`config.mk`:
```
export PLATFORM = sky130hd
export DESIGN_NAME = ugemm_sys_array_flat
export DESIGN_NICKNAME = d
export VERILOG_FILES = /design/src/rtl/ugemm_sys_array_if.sv /design/src/rtl/ugemm_sys_array.sv /design/src/flat_wrapper.sv
export SDC_FILE = /design/constraint.sdc
export NUM_CORES = 2
export LEC_CHECK = 0
export CAP_MARGIN = 25
export CORE_UTILIZATION = 53
export DETAILED_ROUTE_END_ITERATION = 8
export PLACE_DENSITY = 0.74
export SYNTH_ARGS = -nofsm -noshare
export SYNTH_HDL_FRONTEND = slang
export SYNTH_SLANG_ARGS = --single-unit
```
`constraint.sdc`:
```
create_clock -name clk -period 3.9 [get_ports clk]
set_input_delay 0.585 -clock clk [delete_from_list [all_inputs] [get_ports clk]]
set_output_delay 0.585 -clock clk [all_outputs]
set_load 0.05 [all_outputs]
```
`src/rtl/ugemm_sys_array_if.sv`:
```
// Job/result handshake bundle for the unary GEMM systolic array.
// master = job source / result sink, slave = the array itself.
interface ugemm_sys_array_if #(
  parameter int HEIGHT = 4,
  parameter int WIDTH  = 4,
  parameter int IWIDTH = 16,
  parameter int OWIDTH = 24
);
  logic                           start_valid;
  logic                           start_ready;
  logic                           acc_keep;
  logic [HEIGHT-1:0][IWIDTH-1:0]  ifm;
  logic [WIDTH-1:0][IWIDTH-1:0]   wght;
  logic                           busy;
  logic                           ofm_valid;
  logic                           ofm_ready;
  logic [WIDTH-1:0][OWIDTH-1:0]   ofm;

  modport master (
    output start_valid, acc_keep, ifm, wght, ofm_ready,
    input  start_ready, busy, ofm_valid, ofm
  );

  modport slave (
    input  start_valid, acc_keep, ifm, wght, ofm_ready,
    output start_ready, busy, ofm_valid, ofm
  );
endinterface

```
`src/rtl/ugemm_sys_array.sv`:
```
// Unary (bitstream) GEMM systolic array. Each row's activation is quantised
// to BSL bits and turned into a bit-reversed-counter stream that ripples
// across the row; every PE adds its stationary weight on a 1 bit, so after
// 2^BSL stream bits the accumulator grows by exactly ifmq * weight.
// Supported parameters: OWIDTH >= IWIDTH+BSL and 1 <= BSL <= IWIDTH.
module ugemm_sys_array #(
  parameter int HEIGHT = 4,
  parameter int WIDTH  = 4,
  parameter int IWIDTH = 16,
  parameter int OWIDTH = 24,
  parameter int BSL    = 8
) (
  input  logic             clk,
  input  logic             rst_n,
  ugemm_sys_array_if.slave bus
);

  localparam int RUN_LEN = (1 << BSL) + WIDTH - 1;
  localparam int CW      = $clog2(RUN_LEN + HEIGHT + 1);
  localparam logic [CW-1:0]     STREAM_END = CW'(1 << BSL);
  localparam logic [CW-1:0]     LOAD_LAST  = CW'(HEIGHT - 1);
  localparam logic [CW-1:0]     RUN_LAST   = CW'(RUN_LEN - 1);
  localparam logic [OWIDTH-1:0] ACC_MAX    = '1;

  typedef enum logic [1:0] {IDLE, LOAD, RUN, DRAIN} state_t;

  state_t state, state_nxt;
  logic [CW-1:0] cnt, cnt_nxt;
  logic          accept;
  logic          beat_fire;

  logic [HEIGHT-1:0][BSL-1:0]                ifmq;
  logic [HEIGHT-1:0][WIDTH-1:0][IWIDTH-1:0]  wreg;
  logic [HEIGHT-1:0][WIDTH-1:0]              stream;
  logic [HEIGHT-1:0][WIDTH-1:0][OWIDTH-1:0]  acc;
  logic [HEIGHT-1:0][WIDTH-1:0][OWIDTH-1:0]  sat_sum;

  logic [CW-1:0]     feed_cnt;
  logic              feed_en;
  logic [BSL-1:0]    rng;
  logic [HEIGHT-1:0] gen;

  // State and shared phase counter (LOAD row, RUN cycle, DRAIN beat)
  always_ff @(posedge clk or negedge rst_n) begin
    if (!rst_n) begin
      state <= IDLE;
      cnt   <= '0;
    end else begin
      state <= state_nxt;
      cnt   <= cnt_nxt;
    end
  end

  // Sequencing and handshake outputs; DRAIN shows the row selected by cnt
  always_comb begin
    state_nxt       = state;
    cnt_nxt         = cnt;
    accept          = (state == IDLE) && bus.start_valid;
    beat_fire       = (state == DRAIN) && bus.ofm_ready;
    bus.start_ready = (state == IDLE);
    bus.busy        = (state != IDLE);
    bus.ofm_valid   = (state == DRAIN);
    bus.ofm         = '0;
    case (state)
      IDLE: begin
        if (accept) begin
          state_nxt = LOAD;
          cnt_nxt   = '0;
        end
      end
      LOAD: begin
        if (cnt == LOAD_LAST) begin
          state_nxt = RUN;
          cnt_nxt   = '0;
        end else begin
          cnt_nxt = cnt + CW'(1);
        end
      end
      RUN: begin
        if (cnt == RUN_LAST) begin
          state_nxt = DRAIN;
          cnt_nxt   = '0;
        end else begin
          cnt_nxt = cnt + CW'(1);
        end
      end
      DRAIN: begin
        for (int h = 0; h < HEIGHT; h++) begin
          if (cnt == CW'(h)) bus.ofm = acc[h];
        end
        if (beat_fire) begin
          if (cnt == LOAD_LAST) begin
            state_nxt = IDLE;
            cnt_nxt   = '0;
          end else begin
            cnt_nxt = cnt + CW'(1);
          end
        end
      end
      default: begin
        state_nxt = IDLE;
        cnt_nxt   = '0;
      end
    endcase
  end

  // Column-0 stream bits, generated one cycle ahead so the first PE flop holds bit c during RUN cycle c
  always_comb begin
    feed_cnt = '0;
    feed_en  = 1'b0;
    if (state == LOAD && cnt == LOAD_LAST) begin
      feed_en = 1'b1;
    end else if (state == RUN) begin
      feed_cnt = cnt + CW'(1);
      feed_en  = 1'b1;
    end
    for (int i = 0; i < BSL; i++) rng[i] = feed_cnt[BSL-1-i];
    for (int h = 0; h < HEIGHT; h++) begin
      gen[h] = feed_en && (feed_cnt < STREAM_END) && (ifmq[h] > rng);
    end
  end

  // Saturating accumulator candidates: a carry out of OWIDTH pins the result at all-ones
  always_comb begin
    logic [OWIDTH:0] wide;
    wide    = '0;
    sat_sum = '0;
    for (int h = 0; h < HEIGHT; h++) begin
      for (int w = 0; w < WIDTH; w++) begin
        wide = {1'b0, acc[h][w]} + (OWIDTH+1)'(wreg[h][w]);
        sat_sum[h][w] = wide[OWIDTH] ? ACC_MAX : wide[OWIDTH-1:0];
      end
    end
  end

  // PE datapath: activation capture, weight shift-in, stream ripple and accumulation
  always_ff @(posedge clk or negedge rst_n) begin
    if (!rst_n) begin
      ifmq   <= '0;
      wreg   <= '0;
      stream <= '0;
      acc    <= '0;
    end else begin
      if (accept) begin
        for (int h = 0; h < HEIGHT; h++) ifmq[h] <= bus.ifm[h][IWIDTH-1 -: BSL];
        if (!bus.acc_keep) acc <= '0;
      end
      if (state == LOAD) begin
        wreg[0] <= bus.wght;
        for (int h = 1; h < HEIGHT; h++) wreg[h] <= wreg[h-1];
      end
      for (int h = 0; h < HEIGHT; h++) begin
        stream[h][0] <= gen[h];
        for (int w = 1; w < WIDTH; w++) stream[h][w] <= stream[h][w-1];
      end
      if (state == RUN) begin
        for (int h = 0; h < HEIGHT; h++) begin
          for (int w = 0; w < WIDTH; w++) begin
            if (stream[h][w]) acc[h][w] <= sat_sum[h][w];
          end
        end
      end
    end
  end

endmodule

```
`src/flat_wrapper.sv`:
```
// flat-port wrapper written by rule: the top's interface ports become plain ports
module ugemm_sys_array_flat 
#(
  parameter int HEIGHT = 4,
  parameter int WIDTH  = 4,
  parameter int IWIDTH = 16,
  parameter int OWIDTH = 24,
  parameter int BSL    = 8
)
  (clk, rst_n, bus_start_valid, bus_acc_keep, bus_ifm, bus_wght, bus_ofm_ready, bus_start_ready, bus_busy, bus_ofm_valid, bus_ofm);
  ugemm_sys_array_if #(.HEIGHT(HEIGHT), .WIDTH(WIDTH), .IWIDTH(IWIDTH), .OWIDTH(OWIDTH)) bus_i ();
  input  logic clk;
  input  logic rst_n;
  input wire logic [$bits(bus_i.start_valid)-1:0] bus_start_valid;
  input wire logic [$bits(bus_i.acc_keep)-1:0] bus_acc_keep;
  input wire logic [$bits(bus_i.ifm)-1:0] bus_ifm;
  input wire logic [$bits(bus_i.wght)-1:0] bus_wght;
  input wire logic [$bits(bus_i.ofm_ready)-1:0] bus_ofm_ready;
  output wire logic [$bits(bus_i.start_ready)-1:0] bus_start_ready;
  output wire logic [$bits(bus_i.busy)-1:0] bus_busy;
  output wire logic [$bits(bus_i.ofm_valid)-1:0] bus_ofm_valid;
  output wire logic [$bits(bus_i.ofm)-1:0] bus_ofm;
  assign bus_i.start_valid = bus_start_valid;
  assign bus_i.acc_keep = bus_acc_keep;
  assign bus_i.ifm = bus_ifm;
  assign bus_i.wght = bus_wght;
  assign bus_i.ofm_ready = bus_ofm_ready;
  assign bus_start_ready = bus_i.start_ready;
  assign bus_busy = bus_i.busy;
  assign bus_ofm_valid = bus_i.ofm_valid;
  assign bus_ofm = bus_i.ofm;
  ugemm_sys_array #(.HEIGHT(HEIGHT), .WIDTH(WIDTH), .IWIDTH(IWIDTH), .OWIDTH(OWIDTH), .BSL(BSL)) u_core (.clk(clk), .rst_n(rst_n), .bus(bus_i));
endmodule
```
* Word-level counts from Yosys, hierarchy flattened
Cells that the tools add are included.
** Storage, ports and cells
- Word-level logic and storage cells :: 144
- Output and inout bits :: 99
- Input port bits :: 133
- Bits in registers :: 699
** Cells by class
- Multiplexer cells :: 55
- Add/subtract/negate cells :: 17
- Equality and inequality tests :: 12
- $lt $le $gt $ge :: 5
- Reduce and logical (&&, ||, !) cells :: 13
** Operators with widths (number)
- $mux 384 :: 3
- $mux 24 :: 32
- $mux 96 :: 5
- $add 24x16->25 :: 16
- $mux 9 :: 6
- $pmux 9 s4 :: 1
- $gt 8x8->1 :: 4
- $eq 9x2->1 const B :: 2
- $mux 2 :: 5
- $ne 2x1->1 const B :: 5
- $add 9x1->9 const B :: 1
- $eq 9x1->1 const B :: 1
- $eq 9x9->1 const B :: 1
- $logic_not 9->1 :: 1
- $lt 9x9->1 const B :: 1
- $logic_and 1x1->1 :: 8
- $pmux 2 s4 :: 1
- $reduce_and 5->1 :: 1
- $eq 2x2->1 const B :: 2
- $eq 2x1->1 const B :: 1
- $logic_not 2->1 :: 1
- $mux 1 :: 2
- $reduce_and 2->1 :: 1
- $reduce_bool 2->1 :: 1

* Logic depth before layout (Yosys ltp)
- Depth after elaboration :: 6
- Depth in mapped cells :: 16
- Gate-level depth less buffers :: 13

* Worst setup path before layout
Ideal clock, no wire load.
- Path type :: reg-to-output
- Start :: reg u_core.cnt[2]
- End :: out bus_ofm[69]
- Setup slack :: 0.533 ns
- Cell stages (with the launch flop) :: 12
- Required time :: 3.315 ns
- Path buffers :: 4
- Data arrival time :: 2.782 ns
- Cell sequence :: dfrtp_1 > buf_6 > or4_4 > nor4_4 > and2_1 > buf_2 > buf_2 > buf_2 > a221oi_1 > nor3_1 > a21oi_1 > nor2b_1
** Between the ends
- Longest elaborated chain between the ends :: 6
** RTL lines
- start, declared :: line ugemm_sys_array.sv:28 : logic [CW-1:0] cnt, cnt_nxt;
- start signal, assigned :: line ugemm_sys_array.sv:50 : cnt <= cnt_nxt;
- $logic_not 9->1 :: line ugemm_sys_array.sv:89 : if (cnt == CW'(h)) bus.ofm = acc[h];
- $mux 96 (3 in series) :: line ugemm_sys_array.sv:89
- $mux 96 (*) :: line ugemm_sys_array.sv:89
- $mux 96 (*) :: line ugemm_sys_array.sv:64 : case (state)
- end, declared :: line flat_wrapper.sv:22 : output wire logic [$bits(bus_i.ofm)-1:0] bus_ofm;
Mark *: on every way between the ends. The rest lies on a longest branch, timed or not.

* Worst setup path after layout
- Start :: reg u_core.cnt[2]
- End :: out bus_ofm[38]
Same word-level chain as after synthesis.

==> results.toml <==
[run_status]
outcome = "finished, violations left"
violations = "DRC, setup timing"

[synth]
synth_top_area_frac = 0.404
synth_top_area_cell = "dfrtp_1"
synthArstFlopShare = 1.00
synth_cell_type_count = 92
synth_flop_cell = "dfrtp_1"
syn_area_per_cell_sq_um = 9.55
synth_nets = 4976
ys_ff_latch = 699
ys_warn_count = 0
ys_seq_area_frac = 0.404
synth.area.top_cells = "dfrtp_1 (40%), ha_1 (8.6%), a21oi_1 (8.0%), mux2_2 (7.5%), nor2_1 (2.9%)"
syn_inst = 4530
netlist_area_sq_mm = 0.0433
synth_edf_count = 0

[clocking]
clk_latency_ps = 640
clk_pin_slew_ps = 60
numCtsBuffers = 80
cts_root_buf = "clkbuf_16"
clock-sinks = 699
htree_levels = 3
cts_tree = "yes"
clockBufferDepth = 3

[placed_design]
io_buffer_count = 199
gp_congestion = 0.916
hpwl_mm = 83.0
placed_area_sq_mm = 0.0475

[grt]
grt_usage = 0.303
grt_pass1_wl_mm = 200
grt_antenna_before_repair = 0
first_global_vias = 36500
overflow = 0
grt_max_degree = 129

[worst_setup_path]
reg2reg_slack_ps = 440
required_ps = 3310
crit_path_start = "u_core.cnt[2]$_DFFE_PN0P_"
critPathLaunchType = "register"
worst-setup-path-type = "register to output port"
worstPathArrival_ps = 3510
timing.rr.start = "u_core.acc[336]$_DFF_PN0_"
r2r_cells = 11
r2r_end = "u_core.acc[353]$_DFF_PN0_"
worstSetupEndpointType = "output port"
cp_max_fo = 6

[detailed_routing]
wire_per_inst_um = 22.1
dr_total_vias = 37900
postRouteAntennaNets = 0
drtPass1Iterations = 8
viasPerCell = 6.42
drc = 37
drt_iter0_drc = 3793
wirelength_mm = 131

[layout]
ff_latch_area_sq_mm = 0.0175
fill_cells = 6090
area.growth.synth_to_final_pct = 23.9
nets = 5221
multi_input_area_sq_mm = 0.0259
drive_gt1_frac = 0.219
stdcell_area_sq_mm = 0.0536

[floorplan]
core.rowCount = 104
dieArea_sq_mm = 0.0828
initial_core_util = 0.536
die_h_um = 288
io_pins = 232
core_area_sq_mm = 0.0807
die_w_um = 288

[worst_hold_path]
hold_end = "u_core.stream[14]$_DFF_PN0_"
worstHoldPathCells = 0
min-delay-start = "u_core.stream[13]$_DFF_PN0_"
worst_hold_path_type = "register to register"

[power_and_ir_drop]
leakage_nw = 23.7
powerDensity_mw_per_mm2 = 311
power.total_w = 0.0167
peakVddDrop_uv = 337

[timing]
slew_headroom = 0.351
fmax_mhz = 244
fin_crit_ps = 4090
setup_violations = 75
finalHoldViolations = 0
clock_skew_ps = 24.0
setup_ws_ps = -192
rsz0062_at_grt = "yes"
min_period_over_period = 1.05
drv_slew = 0
max_slew.worst_pin.slew_ps = 973

[job]
maxCapViolations = 0
==> cells in the final DEF (no fill, tap or decap), types with 37 or more instances in the layout <==
cell,count
dfrtp_1,698
mux2_2,289
xnor2_1,125
nor3_2,60
a211oi_1,37
ha_1,295
and3_1,64
clkbuf_16,100
a21oi_1,635
buf_12,133
o21bai_1,52
nand3_1,91
inv_1,109
nand2_1,217
a31oi_1,134
o21ai_0,140
buf_4,91
a21o_1,100
xor2_1,91
nor2_1,328
a221oi_2,44
and2_1,43
a21oi_2,59
clkdlybuf4s50_1,102
a311oi_1,37
o21a_1,45
nor2b_2,61
nor3_1,74
==> power by group <==
part	total, W	internal (W)	switching, W	leakage [nW]
clock network	0.00818	0.00496	0.00322	1.42
logic	0.000972	0.000448	0.000524	13.8
registers	0.00754	0.00739	0.000152	8.46
==> worst max-delay path by stage <==
stage	to	slack, ps	cells after the start
after global placement	bus_ofm[46]	250	9
after global routing	bus_ofm[38]	-230	13
after CTS	bus_ofm[66]	-260	12
after floorplan	bus_ofm[69]	530	11
final	bus_ofm[38]	-190	13
after detailed placement	bus_ofm[46]	210	9
==> per-stage QoR <==
| stage | std cells | TNS, ps | hold WS (ps) | util | worst slack (ps) |
|---|---|---|---|---|---|
| after global routing | 5900 | -11360 | 394 | 0.665 | -229 |
| final | 5901 | -4740 | 380 | 0.665 | -192 |
| after detailed placement | 5651 | 0 | 354 | 0.589 | 211 |
| after global placement | 5651 | 0 | 353 | 0.589 | 249 |
| after CTS | 5856 | -15560 | 373 | 0.647 | -257 |
| after floorplan | 4530 | 0 | 289 | - | 533 |
==> Yosys cell counts, types with 13 or more instances <==
library cell	count
o21ai_0	146
and3_1	64
o31ai_1	13
buf_4	14
and2_1	68
nor3_1	137
a211oi_1	38
clkbuf_1	153
o22ai_1	13
xor2_1	91
a21oi_1	689
a21o_1	100
o21a_1	45
fa_1	16
o21ai_1	35
dfrtp_1	699
ha_1	297
a41oi_1	15
nor2_1	338
o21bai_1	52
nand3_1	91
nand2_1	218
a31oi_1	134
nand4_1	27
a22oi_1	27
inv_1	109
xnor2_1	125
buf_2	47
a311oi_1	37
a221oi_1	72
o211ai_1	13
mux2_2	289
nand2b_1	33
nor2b_1	91
==> routing by layer <==
metal / GRT usage / up-vias / share of wire
li1: - / 17300 / -
met2: 0.499 / 1652 / 0.48
met4: 0.117 / 0 / 0.042
met5: 0 / - / 0
met1: 0.406 / 18600 / 0.41
met3: 0.0394 / 348 / 0.073
==> kinds of logic (layout without fill, tap and decap cells) <==
| logic type | count (synthesis) | count (layout) | share of synthesized area |
|---|---|---|---|
| other cells | 0 | 1 | 0 |
| compound gates | 1546 | 1546 | 0.224 |
| xor+xnor | 216 | 216 | 0.0437 |
| fa+ha+maj | 313 | 313 | 0.0933 |
| mux | 296 | 296 | 0.0768 |
| flops | 699 | 699 | 0.404 |
| buf+inv | 333 | 641 | 0.0318 |
| simple gates | 1127 | 1129 | 0.126 |
==> flip-flops by register name (all words and copies together), names as in the netlist <==
| name | flops |
|---|---|
| u_core.stream | 16 |
| u_core.state | 2 |
| u_core.ifmq | 32 |
| u_core.acc | 384 |
| u_core.cnt | 9 |
| u_core.wreg | 256 |
==> worst max-delay path, stage by stage, from the launching register on <==
cell and delay (ps):
dfrtp_2 410, or4_4 560, nor4_4 180, buf_4 170, and3b_4 270, buf_12 160
buf_4 130, clkbuf_16 150, a22oi_1 90, nor2_1 140, a21oi_1 90, o21ai_2 210
and2_4 190, buf_12 130
==> layout make-up <==
| cell class | instances | area share |
|---|---|---|
| Sequential cell | 699 | 0.326 |
| Antenna cell | 1 | 0.0000467 |
| Tap cell | 1060 | 0.0247 |
| Inverter | 109 | 0.00763 |
| Clock buffer | 113 | 0.0456 |
| Multi-Input combinational cell | 3500 | 0.483 |
| Clock inverter | 34 | 0.00772 |
| Timing Repair Buffer | 385 | 0.105 |
==> repair_timing <==
action	CTS	global route
gates cloned	21	14
gates resized for setup	219	177
hold buffers	1	0
setup buffers	37	36
setup endpoints to repair	96	96
endpoints found under the hold margin	11	0
pin swaps	47	66
No activity file was read; power rests on OpenSTA's default activity.
